<file path="config.mk">
export PLATFORM = sky130hd
export DESIGN_NAME = onset_enumerator
export DESIGN_NICKNAME = d
export VERILOG_FILES = /design/src/rtl/onset_enumerator_pkg.sv /design/src/rtl/onset_enumerator_sync_fifo.sv /design/src/rtl/onset_enumerator.sv
export SDC_FILE = /design/constraint.sdc
export NUM_CORES = 1
export LEC_CHECK = 0
export CORE_ASPECT_RATIO = 0.9
export CORE_UTILIZATION = 35
export CTS_CLUSTER_DIAMETER = 40
export DETAILED_ROUTE_END_ITERATION = 10
export GPL_TIMING_DRIVEN = 0
export PLACE_DENSITY = 0.64
export SLEW_MARGIN = 5
export SYNTH_ARGS = -nofsm -noshare
export SYNTH_HDL_FRONTEND = slang
export SYNTH_SLANG_ARGS = --single-unit
</file>
<file path="constraint.sdc">
create_clock -name clk -period 2.6 [get_ports clk]
set_clock_uncertainty 0.05 [all_clocks]
set_input_delay 0.52 -clock clk [delete_from_list [all_inputs] [get_ports clk]]
set_output_delay 0.52 -clock clk [all_outputs]
set_load 0.01 [all_outputs]
</file>
<file path="src/rtl/onset_enumerator_pkg.sv">
// Shared types and defaults for the on-set enumerator.
package onset_enumerator_pkg;

  localparam int N_IN_DEFAULT = 17;

  typedef enum logic [1:0] {
    IDLE,
    RUN,
    DRAIN,
    DONE
  } state_t;

endpackage

</file>
<file path="src/rtl/onset_enumerator_sync_fifo.sv">
// First-word-fall-through synchronous FIFO with occupancy count; any DEPTH >= 2.
module sync_fifo #(
  parameter int WIDTH = 8,
  parameter int DEPTH = 4
) (
  input  logic                       clk,
  input  logic                       rst,
  input  logic                       push,
  input  logic [WIDTH-1:0]           din,
  input  logic                       pop,
  output logic [WIDTH-1:0]           dout,
  output logic [$clog2(DEPTH+1)-1:0] count,
  output logic                       full,
  output logic                       empty
);

  localparam int CW = $clog2(DEPTH + 1);
  localparam int PW = (DEPTH > 1) ? $clog2(DEPTH) : 1;

  logic [WIDTH-1:0] mem [DEPTH];
  logic [PW-1:0]    wr_ptr;
  logic [PW-1:0]    rd_ptr;
  logic             do_push;
  logic             do_pop;

  function automatic logic [PW-1:0] bump(input logic [PW-1:0] p);
    return (p == PW'(DEPTH - 1)) ? '0 : p + 1'b1;
  endfunction

  assign empty   = (count == '0);
  assign full    = (count == CW'(DEPTH));
  assign do_pop  = pop && !empty;
  // A pop on a full FIFO frees the slot the simultaneous push lands in.
  assign do_push = push && (!full || do_pop);
  assign dout    = empty ? '0 : mem[rd_ptr];

  // NOTE: sequential state uses non-blocking (<=) so every register samples pre-edge values.
  always_ff @(posedge clk or posedge rst) begin
    if (rst) begin
      wr_ptr <= '0;
      rd_ptr <= '0;
      count  <= '0;
    end else begin
      if (do_push) wr_ptr <= bump(wr_ptr);
      if (do_pop)  rd_ptr <= bump(rd_ptr);
      case ({do_push, do_pop})
        2'b10:   count <= count + 1'b1;
        2'b01:   count <= count - 1'b1;
        default: ;
      endcase
    end
  end

  // NOTE: storage is not reset; dout is forced to zero while empty so stale words never show.
  always_ff @(posedge clk) begin
    if (do_push) mem[wr_ptr] <= din;
  end

endmodule

</file>
<file path="src/rtl/onset_enumerator.sv">
// Sweeps every input vector through an external function and streams the on-set minterms.
module onset_enumerator
  import onset_enumerator_pkg::*;
#(
  parameter int N_IN       = N_IN_DEFAULT,
  parameter int FN_LAT     = 0,
  parameter int FIFO_DEPTH = 4
) (
  input  logic            clk,
  input  logic            rst,
  input  logic            start,
  output logic [N_IN-1:0] fn_x,
  input  logic            fn_y,
  output logic            m_valid,
  input  logic            m_ready,
  output logic [N_IN-1:0] m_data,
  output logic [N_IN:0]   onset_count,
  output logic            busy,
  output logic            done
);

  localparam int CW = $clog2(FIFO_DEPTH + 1);

  state_t          state;
  state_t          state_nx;
  logic [N_IN-1:0] vec;
  logic            issue;
  logic            start_sweep;
  logic            ret_valid;
  logic [N_IN-1:0] ret_vec;
  logic            push;
  logic [CW-1:0]   fifo_count;
  logic            fifo_full;
  logic            fifo_empty;
  int              in_flight;

  assign fn_x        = vec;
  assign start_sweep = start && (state == IDLE || state == DONE);
  // Credit check: every vector in flight already owns a FIFO slot.
  assign issue       = (state == RUN) && !fifo_full &&
                       (int'(fifo_count) + in_flight < FIFO_DEPTH);
  assign push        = ret_valid && fn_y;

  if (FN_LAT == 0) begin : g_comb
    assign ret_valid = issue;
    assign ret_vec   = vec;
    assign in_flight = 0;
  end else begin : g_delay
    logic [FN_LAT-1:0] dl_valid;
    logic [N_IN-1:0]   dl_vec [FN_LAT];

    always_ff @(posedge clk or posedge rst) begin
      if (rst) begin
        dl_valid <= '0;
        for (int i = 0; i < FN_LAT; i++) dl_vec[i] <= '0;
      end else begin
        dl_valid[0] <= issue;
        dl_vec[0]   <= vec;
        for (int i = 1; i < FN_LAT; i++) begin
          dl_valid[i] <= dl_valid[i-1];
          dl_vec[i]   <= dl_vec[i-1];
        end
      end
    end

    assign ret_valid = dl_valid[FN_LAT-1];
    assign ret_vec   = dl_vec[FN_LAT-1];
    assign in_flight = $countones(dl_valid);
  end

  sync_fifo #(
    .WIDTH (N_IN),
    .DEPTH (FIFO_DEPTH)
  ) u_fifo (
    .clk   (clk),
    .rst   (rst),
    .push  (push),
    .din   (ret_vec),
    .pop   (m_ready),
    .dout  (m_data),
    .count (fifo_count),
    .full  (fifo_full),
    .empty (fifo_empty)
  );

  assign m_valid = !fifo_empty;
  assign busy    = (state == RUN) || (state == DRAIN);
  assign done    = (state == DONE);

  always_ff @(posedge clk or posedge rst) begin
    if (rst) begin
      state       <= IDLE;
      vec         <= '0;
      onset_count <= '0;
    end else begin
      state <= state_nx;
      if (start_sweep) begin
        vec         <= '0;
        onset_count <= '0;
      end else begin
        // The counter parks on all-ones rather than wrapping.
        if (issue && !(&vec)) vec <= vec + 1'b1;
        if (push) onset_count <= onset_count + 1'b1;
      end
    end
  end

  // NOTE: default assigned first so no path through the case leaves state_nx unassigned (no latch).
  always_comb begin
    state_nx = state;
    case (state)
      IDLE, DONE: if (start) state_nx = RUN;
      RUN:        if (issue && (&vec)) state_nx = DRAIN;
      DRAIN:      if (in_flight == 0 && fifo_empty) state_nx = DONE;
      default:    state_nx = IDLE;
    endcase
  end

endmodule

</file>
==> metrics.md, run 1 <==
| Metric | Value |
|---|---|
| Status | `finished clean` |
| Worst rel slew slack | `0.532` |
| Clock transition at path regs | `0.08 ns` |
| DR iter-0 viols | `about 220` |
| Drt wl/cell | `about 17 um` |
| Via count | `3202` |
| Type of the worst min-delay path | `in2async` |
| Final setup margin | `0.0600 ns` |
| Ranking of synthesized cells by area | `edfxtp_1, dfrtp_1, mux4_2` |
| Synth Area in Compound Gates | `0.0456` |
| Share of the yosys chip area belonging to registers | `0.640` |
| Clock net sink count | `between 100 and 150` |
| Largest net degree at the start of global routing | `33` |
| Max clock buf depth | `2` |
| Share of cells above drive strength 1 | `0.196` |
| Place WS | `-0.442 ns` |
| Simple-gate share of the synthesized area | `0.133` |
| Post-synthesis adder-cell area fraction | `0.0347` |
| DR vias/cell | `5.19` |
| Overall global routing resource usage | `0.155` |
| Post-Syn Area per Cell | `13.7 um^2` |
| Sw power | `between 1.5 and 2 mW` |
| Sequential cell area | `0.00316 mm^2` |
| Most instantiated cells after synthesis | `edfxtp_1, dfrtp_1, nor2_1` |
| Final HPWL DP | `6720 um` |
| P per Cell Area | `876 mW/mm^2` |
| CTS tree | `done` |
| Main combinational cell family by area after synthesis | `simple AND/OR/NAND/NOR gates` |
| Number of flops mapped to enable cells by yosys | `68` |
| Final period util | `0.977` |
| Tightest Pin Transition | `roughly 0.70 ns` |
| Fin. max-slew vios | `0` |
| Initial Util | `0.363` |
| Vias in the first global route | `3204` |
| DRC | `0` |
| Xor/xnor share of the synthesized area | `0.0357` |
| Final Hold Vio Count | `0` |
| Syn. warnings | `0` |
| Sw Ratio | `0.315` |
| Peak supply drop | `0.357 mV` |
| Overflow after GRT | `0` |
| TritonCTS Buffers | `9` |
| Placement Cell Area | `0.00573 mm^2` |
| IO Pins | `60` |
| CTS H-tree depth | `3` |
| Antenna Nets Post-Route | `0` |
| Share of power burned in registers | `0.398` |
| Area leader, netlist | `edfxtp_1` |
| Post-route cell area | `0.00629 mm^2` |
| Count leader, synth | `edfxtp_1` |
| Post-synth cell types | `42` |
| Synthesized flop and latch total | `112` |
| Layout filler cell count | `1217` |
| Power Internal | `3.78 mW` |
| RSZ-0062 raised after global routing | `true` |
| Initial antenna violation count | `0` |
| Max_cap viols | `0` |
| Main flop type after synthesis | `edfxtp_1` |
| Die Span Y | `114 um` |
| Syn_nets | `between 300 and 400` |
| # hold bufs at CTS | `0` |
| Final core utilization | `0.466` |
| Post-synth top area share | `0.416` |
| First-pass GRT wire length | `16800 um` |
| Tot Pwr | `5.51 mW` |
| Clock Latency Late Sink | `0.36 ns` |
| Die W | `127 um` |
| Antenna diodes | `0` |
| Layout area overhead | `28.2%` |
| Asr flop ratio synth | `0.393` |
| Crit path max fanout | `4` |
| Routed WL | `10500 um` |
| Core area | `0.0135 mm^2` |
| Post-synthesis mux area share | `0.0844` |
| Row cnt | `40` |
| Clock Power Share | `0.247` |
| GPL Wtd Cong | `a little under 0.8` |
| DRT Pass-1 Iters | `4` |
| Crit path kind | `reg2out` |
| Peak Freq | `0.394 GHz` |
| Mapped cell area | `0.00491 mm^2` |
| Port bufs | `59` |
| Cell leakage power | `2.32 nW` |
| Die area | `0.0145 mm^2` |
| Crit end category | `output pin` |
| Area of the multi-input gates | `0.00169 mm^2` |
| Required time of the worst setup path | `2.03 ns` |
| Critical Path Start Type | `flip-flop` |
| Count of final setup violators | `0` |
| Nets@finish | `462` |
| Logic pwr share | `0.355` |
| Crit path DAT | `1.97 ns` |
| Min cycle time layout | `~2.5 ns` |
| Mapped Cells | `358` |
| Clk root buf | `clkbuf_16` |
## what timing repair did
action | in CTS | in global routing
resized for setup | 50 | 15
buffers inserted | 9 | 5
endpoints found under the setup margin | 55 | 51
gates cloned | 0 | 2
## layer usage
layer / track usage / vias up / wire length [um] / share of wire
met2: 0.257 / 100 / 5010 / 0.48
met1: 0.196 / 1598 / 4680 / 0.45
li1: - / 1491 / - / -
met3: 0.0467 / 13 / 626 / 0.060
met4: 0.0500 / 0 / 197 / 0.019
met5: 0 / - / 0 / 0
## through the flow
stage,TNS (ns),hold slack (ns),std cells
2_1_floorplan,0,0.411,358
3_3_place_gp,-21.33,0.427,585
3_5_place_dp,-26.66,0.445,586
4_1_cts,0,0.380,610
5_1_grt,-0.0143,0.399,617
6_report,0,0.378,617
## critical path: stages (launching register included)
cell           delay [ns]
dfrtp_1              0.40
buf_12               0.14
clkbuf_16            0.15
mux4_2               0.49
and2_1               0.16
dlygate4sd2_1        0.27
## kinds of logic after synthesis
family	Yosys count
AOI/OAI and AO/OA	40
muxes	20
DFF	112
buffers and inverters	31
adders and majority gates	13
and+or+nand+nor	122
xor gates and xnor gates	20
## cell type report
cell class / count / area share
Sequential cell: 112 / 0.502
Multi-Input combinational cell: 215 / 0.268
Timing Repair Buffer: 76 / 0.121
Clock buffer: 9 / 0.0358
Tap cell: 168 / 0.0334
Buffer: 12 / 0.0179
Clock inverter: 7 / 0.0109
Inverter: 18 / 0.0107
## state kept, by name (all words and copies together) (netlist names)
signal,flops
u_fifo.rd_ptr,2
u_fifo.wr_ptr,2
state,2
u_fifo.count,3
onset_count,18
u_fifo.mem,68
fn_x,17
## power by group through the flow
| stage | logic (mW) | clock network [mW] | registers (mW) |
|---|---|---|---|
| after floorplan | 1.12 | 0 | 2.19 |
| after global placement | 1.84 | 0 | 2.20 |
| after detailed placement | 1.88 | 0 | 2.21 |
| after CTS | 1.89 | 1.39 | 2.19 |
| after global routing | 2.16 | 1.46 | 2.22 |
| final | 1.96 | 1.36 | 2.19 |
## path summary, 6_finish.rpt
path	cells after the start	startpoint	to	slack, ns
min in group clk	1	u_fifo.count[0]	u_fifo.count[0]	0.47
max in group asynchronous	3	rst	fn_x[3]	1.64
max	5	u_fifo.rd_ptr[0]	m_data[4]	0.06
max reg2reg	8	fn_x[12]	fn_x[11]	0.06
min	2	rst	onset_count[10]	0.38
min reg2reg	1	u_fifo.count[0]	u_fifo.count[0]	0.47
## placed cells by master (no fill, tap or decap), drive strengths merged, types with 2 or more instances in the layout
cell           instances
mux2i                  2
clkinv                 3
edfxtp                68
clkbuf                19
nor3                   7
mux4                  17
o31ai                  3
xor2                   5
and4                   2
a21oi                 18
clkdlybuf4s50         41
nand3                  9
buf                   19
or2                    2
o21ai                 14
dlygate4sd2           16
and2                  21
nand4                  7
nor2                  24
xnor2                 15
nor4                   5
or4                    6
or3                   12
ha                    12
dfrtp                 44
inv                   22
nand2                 22
No activity file was read; power rests on OpenSTA's default activity.
==> inputs of run 2 (changes only) <==
--- a/config.mk
+++ b/config.mk
@@ -9,7 +9,6 @@
 export CORE_UTILIZATION = 35
 export CTS_CLUSTER_DIAMETER = 40
 export DETAILED_ROUTE_END_ITERATION = 10
-export GPL_TIMING_DRIVEN = 0
 export PLACE_DENSITY = 0.64
 export SLEW_MARGIN = 5
 export SYNTH_ARGS = -nofsm -noshare
==> run 2 against run 1 <==
Clock-buffer cell count is 1 higher. Critical endpoint is now m_data[16]. Sequential cell count stayed put. Combinational power is 6% lower.
==> metrics.md, run 2 (synthesized netlist as in run 1, its figures left out) <==
| Metric | Value |
|---|---|
| Status | `finished clean` |
| Overflow after GRT | `0 (unchanged)` |
| Critical Path Start Type | `flip-flop` |
| Crit end category | `output pin` |
| Type of the worst min-delay path | `reg2reg` |
| Final period util | `0.972 (-0.00533)` |
| Peak supply drop | `0.365 mV (+2.3%)` |
| Crit path max fanout | `4 (unchanged)` |
| Cell leakage power | `2.35 nW (+1.5%)` |
| Die area | `0.0145 mm^2 (unchanged)` |
| # hold bufs at CTS | `0 (unchanged)` |
| Max_cap viols | `0 (unchanged)` |
| Overall global routing resource usage | `0.151 (-0.00382)` |
| Tot Pwr | `5.34 mW (-3.1%)` |
| Clk root buf | `clkbuf_16` |
| End of the critical path | `m_data[16]` |
| Worst rel slew slack | `0.549 (+0.0169)` |
| Antenna diodes | `0 (unchanged)` |
| TritonCTS Buffers | `9 (unchanged)` |
| DR vias/cell | `5.07 (-2.3%)` |
| Share of cells above drive strength 1 | `0.162 (-0.0337)` |
| Layout area overhead | `26.7%` |
| DRT Pass-1 Iters | `6 (+2)` |
| Initial Util | `0.363 (unchanged)` |
| Slowest stage delay, CP | `0.48 ns (about the same)` |
| Reg2Reg Setup Slack | `0.20 ns (+0.14 ns)` |
| Nets@finish | `469 (+1.5%)` |
| Row cnt | `40 (unchanged)` |
| DR iter-0 viols | `174 (-20%)` |
| Crit. Startpoint | `u_fifo.rd_ptr[0]` |
| Most frequent cells in the layout | `edfxtp_1, dfrtp_1, clkdlybuf4s50_1` |
| Core area | `0.0135 mm^2 (unchanged)` |
| Crit-path cells | `buf_6 -> buf_4 -> mux4_2 -> and2_1 -> dlygate4sd2_1` |
| Crit path DAT | `1.96 ns (about the same)` |
| Largest Register | `u_fifo.mem` |
| Final Hold Vio Count | `0 (unchanged)` |
| Required time of the worst setup path | `2.03 ns (about the same)` |
| CTS H-tree depth | `3 (unchanged)` |
| Max clock buf depth | `2 (unchanged)` |
| Final setup margin | `0.0738 ns (+0.0139 ns)` |
| Setup TNS | `0 ns (unchanged)` |
| Place WS | `0.0293 ns (+0.472 ns)` |
| Count of final setup violators | `0 (unchanged)` |
| Antenna Nets Post-Route | `0 (unchanged)` |
| RSZ-0062 raised after global routing | `false` |
| Tightest Pin Transition | `0.670 ns (-0.0252 ns)` |
| Most common cell after layout, fill and taps aside | `edfxtp_1` |
| Crit path kind | `reg2out` |
| Clock Latency Late Sink | `0.35 ns (about the same)` |
| Layout filler cell count | `1224 (+0.58%)` |
| Max reg flops | `68 (unchanged)` |
| DRC | `0 (unchanged)` |
| GPL Wtd Cong | `0.861 (+8.6%)` |
| Via count | `3164 (-1.2%)` |
| R2R cell count | `8 (unchanged)` |
| Routed WL | `10100 um (-4.2%)` |
| P per Cell Area | `859 mW/mm^2 (-1.9%)` |
| Fin. max-slew vios | `0 (unchanged)` |
| First-pass GRT wire length | `16600 um (-1.6%)` |
| Drt wl/cell | `16.1 um (-5.3%)` |
| IO Pins | `60 (unchanged)` |
| Die W | `127 um (unchanged)` |
| Port bufs | `59 (unchanged)` |
| Initial antenna violation count | `0 (unchanged)` |
| Peak Freq | `0.396 GHz (+0.55%)` |
| Worst R2R Start | `fn_x[6]` |
| Vias in the first global route | `3187 (-0.53%)` |
| Slowest-stage cell, CP | `mux4_2` |
| CTS tree | `done` |
| Largest net degree at the start of global routing | `45 (+36%)` |
| Clock transition at path regs | `0.07 ns (about the same)` |
| Worst flop-to-flop path endpoint | `fn_x[11]` |
| Final HPWL DP | `6630 um (-1.5%)` |
| Min cycle time layout | `2.53 ns (-0.0139 ns)` |
| Die Span Y | `114 um (unchanged)` |
| Clock net sink count | `112 (unchanged)` |
run 2: cell count changes in the layout (fill, tap and decap cells not counted), sizes merged:
| cell | before | now |
|---|---|---|
| buf | 19 | 36 |
| clkdlybuf4s15 | 1 | 0 |
| inv | 22 | 21 |
| dlymetal6s2s | 1 | 0 |
| clkdlybuf4s50 | 41 | 42 |
| dlygate4sd2 | 16 | 17 |
| clkbuf | 19 | 10 |
run 2: area by class of cell:
class                      count  area (um^2)  share of cell area
clock buffer                  10          229              0.0368
multi-input combinational    215         1640               0.264
tap                          168          210              0.0338
inverter                      18         67.6              0.0109
sequential                   112         3140               0.506
timing repair buffer          95          868               0.140
clock inverter                 6         57.6             0.00926
run 2: metrics by stage:
| stage | utilization | hold slack [ns] | std cells | instance area, um^2 |
|---|---|---|---|---|
| after floorplan | - | 0.411 | 358 | 4910 |
| after global placement | 0.438 | 0.427 | 605 | 5920 |
| after detailed placement | 0.438 | 0.453 | 605 | 5920 |
| after CTS | 0.459 | 0.463 | 623 | 6210 |
| after global routing | 0.460 | 0.477 | 624 | 6220 |
| final | 0.460 | 0.459 | 624 | 6220 |
run 2: worst max-delay path, delay by kind of cell (launching register included):
kind	cells	cell delay [ns]
flops	1	0.41
simple gates	1	0.16
mux	1	0.48
buf+inv	3	0.55
run 2: timing repair:
action	4_1_cts	5_1_grt
buffers inserted	2	1
endpoints found under the setup margin	17	1
hold endpoints to repair	0	0
resized for setup	18	0
run 2: report_power, final:
group	switching [mW]	internal [mW]	total, mW
Sequential	0.111	2.06	2.17
Clock	0.653	0.675	1.33
Combinational	0.893	0.952	1.85
run 2: worst min path at each step:
stage	startpoint	end	slack (ns)	cells after the start
CTS	u_fifo.count[0]	u_fifo.count[0]	0.46	1
floorplan	u_fifo.count[0]	u_fifo.count[0]	0.41	1
global placement	u_fifo.count[0]	u_fifo.count[0]	0.43	1
global route	u_fifo.count[0]	u_fifo.count[0]	0.48	1
detailed placement	u_fifo.count[0]	u_fifo.count[0]	0.45	1
finish	u_fifo.count[0]	u_fifo.count[0]	0.46	1
run 2: layer usage:
layer / part of all wire / GRT usage
met5: 0 / 0
met4: 0.021 / 0.0540
met3: 0.052 / 0.0439
met2: 0.48 / 0.251
met1: 0.45 / 0.189
==> inputs of run 3 (changes only) <==
--- a/config.mk
+++ b/config.mk
@@ -10,6 +10,7 @@
 export CTS_CLUSTER_DIAMETER = 40
 export DETAILED_ROUTE_END_ITERATION = 10
 export PLACE_DENSITY = 0.64
+export SKIP_CTS_REPAIR_TIMING = 1
 export SLEW_MARGIN = 5
 export SYNTH_ARGS = -nofsm -noshare
 export SYNTH_HDL_FRONTEND = slang
==> run 3 against run 2 <==
Sequential cell count is the same. Sequential share of layout area decreased by 0.45 points. Worst setup slack improved by 0.10 ns. Register-to-register slack is essentially flat. Cell area rose by 0.91%. Clock-buffer cell count unchanged. Via count shrank 0.38%. Clock power hardly changed. Critical path type unchanged. Largest power group unchanged.
==> metrics.md, run 3 (synthesized netlist as in run 1, its figures left out) <==
| Metric | Value |
|---|---|
| Hold path cells | `1 (unchanged)` |
| Type of the worst min-delay path | `reg2reg` |
| Required time of the worst setup path | `2.03 ns (about the same)` |
| Vias in the first global route | `3160 (-0.85%)` |
| Most frequent cells in the layout | `edfxtp_1, dfrtp_1, clkdlybuf4s50_1` |
| Max_cap viols | `0 (unchanged)` |
| Overall global routing resource usage | `0.151 (-0.000621)` |
| Clock Latency Late Sink | `0.35 ns (about the same)` |
| WHS | `0.458 ns (-0.000971 ns)` |
| Crit path kind | `reg2out` |
| P per Cell Area | `862 mW/mm^2 (+0.37%)` |
| Layout filler cell count | `1208 (-1.3%)` |
| Final Hold Vio Count | `0 (unchanged)` |
| Peak supply drop | `0.369 mV (+1.0%)` |
| Fin. max-slew vios | `0 (unchanged)` |
| Largest net degree at the start of global routing | `45 (unchanged)` |
| Clock Power Share | `0.246 (-0.003)` |
| Peak Freq | `0.412 GHz (+4.1%)` |
| Max reg flops | `68 (unchanged)` |
| Sw Ratio | `0.306 (-0.00422)` |
| CTS tree | `done` |
| TritonCTS Buffers | `9 (unchanged)` |
| Antenna diodes | `0 (unchanged)` |
| Row cnt | `40 (unchanged)` |
| Tightest Pin Transition | `0.670 ns (+0.000145 ns)` |
| Final period util | `0.933 (-0.0385)` |
| Non-Filler Instances | `623 (-0.16%)` |
| Logic pwr share | `0.353 (+0.008)` |
| Clock net sink count | `112 (unchanged)` |
| Min cycle time layout | `2.43 ns (-0.100 ns)` |
| Core area | `0.0135 mm^2 (unchanged)` |
| Share of cells above drive strength 1 | `0.160 (-0.00184)` |
| Final HPWL DP | `6630 um (unchanged)` |
| Cells after DPL | `605 (unchanged)` |
| Die Span Y | `114 um (unchanged)` |
| Sw power | `1.66 mW (about the same)` |
| Clock transition at path regs | `0.07 ns (about the same)` |
| Die area | `0.0145 mm^2 (unchanged)` |
| WP depth | `3 (-2)` |
| Port bufs | `59 (unchanged)` |
| Cell leakage power | `2.49 nW (+5.9%)` |
| Slowest stage delay, CP | `0.49 ns (about the same)` |
| Die W | `127 um (unchanged)` |
| Initial antenna violation count | `0 (unchanged)` |
| Crit-path cells | `or3_1 -> buf_4 -> clkdlybuf4s50_1` |
| Slowest-stage cell, CP | `clkdlybuf4s50_1` |
| R2R cell count | `8 (unchanged)` |
| Largest Register | `u_fifo.mem` |
| Drt wl/cell | `16.2 um (+0.12%)` |
| Crit path max fanout | `20 (+16)` |
| Most common cell after layout, fill and taps aside | `edfxtp_1` |
| Nets@finish | `468 (-0.21%)` |
| Max clock buf depth | `2 (unchanged)` |
| DR iter-0 viols | `183 (+5.2%)` |
| CTS H-tree depth | `3 (unchanged)` |
| Crit path max-delay family | `buffers and inverters` |
| DRT Pass-1 Iters | `4 (-2)` |
| DRC | `0 (unchanged)` |
| Clk root buf | `clkbuf_16` |
| Critical Path Start Type | `flip-flop` |
| Antenna Nets Post-Route | `0 (unchanged)` |
| IO Pins | `60 (unchanged)` |
| Via count | `3152 (-0.38%)` |
| Routed WL | `10100 um (about the same)` |
| Status | `finished clean` |
| Share of power burned in registers | `0.401 (-0.005)` |
| Crit path DAT | `1.86 ns (-0.10 ns)` |
| DR vias/cell | `5.06 (-0.22%)` |
| GPL Wtd Cong | `0.861 (unchanged)` |
| CP bufs+invs | `2 (-1)` |
| Count of final setup violators | `0 (unchanged)` |
| Initial Util | `0.363 (unchanged)` |
| Layout area overhead | `27.8%` |
| Power Internal | `3.75 mW (+1.9%)` |
| Worst rel slew slack | `0.549 (about the same)` |
| First-pass GRT wire length | `16500 um (-0.54%)` |
| RSZ-0062 raised after global routing | `false` |
| Overflow after GRT | `0 (unchanged)` |
| Crit end category | `output pin` |
[run 3: metal layers]
| layer | vias up | part of all wire | track usage |
|---|---|---|---|
| met5 | - | 0 | 0 |
| met4 | 0 | 0.017 | 0.0548 |
| met2 | 80 | 0.47 | 0.249 |
| met3 | 14 | 0.051 | 0.0439 |
| li1 | 1498 | - | - |
| met1 | 1560 | 0.46 | 0.189 |
[run 3: final cells by class]
type                            count  area, um^2  area share
Multi-Input combinational cell    215        1640       0.262
Tap cell                          168         210      0.0335
Clock buffer                       10         229      0.0365
Sequential cell                   112        3140       0.501
Timing Repair Buffer               94         925       0.147
Clock inverter                      6        57.6     0.00918
Inverter                           18        67.6      0.0108
[run 3: stage by stage]
step           setup WS, ns  setup TNS [ns]  area, um^2  utilization  power (mW)
3_5_place_dp         0.0293               0        5920        0.438        4.18
5_1_grt              0.0788               0        6270        0.464        5.72
4_1_cts             -0.0980           -1.09        6210        0.460        5.52
2_1_floorplan         0.124               0        4910            -        3.31
3_3_place_gp         0.0715               0        5920        0.438        4.16
6_report              0.174               0        6270        0.464        5.41
[run 3: power groups by stage]
stage	logic, mW	clock network, mW	registers (mW)
5_1_grt	2.11	1.42	2.19
3_5_place_dp	1.98	0	2.21
3_3_place_gp	1.96	0	2.20
6_report	1.91	1.33	2.17
4_1_cts	1.98	1.37	2.17
2_1_floorplan	1.12	0	2.19
[run 3: final timing paths]
kind	slack (ns)	startpoint	end
worst min register to register	0.46	u_fifo.count[0]	u_fifo.count[0]
worst max-delay path	0.17	u_fifo.count[2]	m_valid
worst max register to register	0.20	fn_x[6]	fn_x[11]
min in group asynchronous	0.57	rst	onset_count[4]
worst min-delay path	0.46	u_fifo.count[0]	u_fifo.count[0]
max in group asynchronous	1.54	rst	fn_x[14]
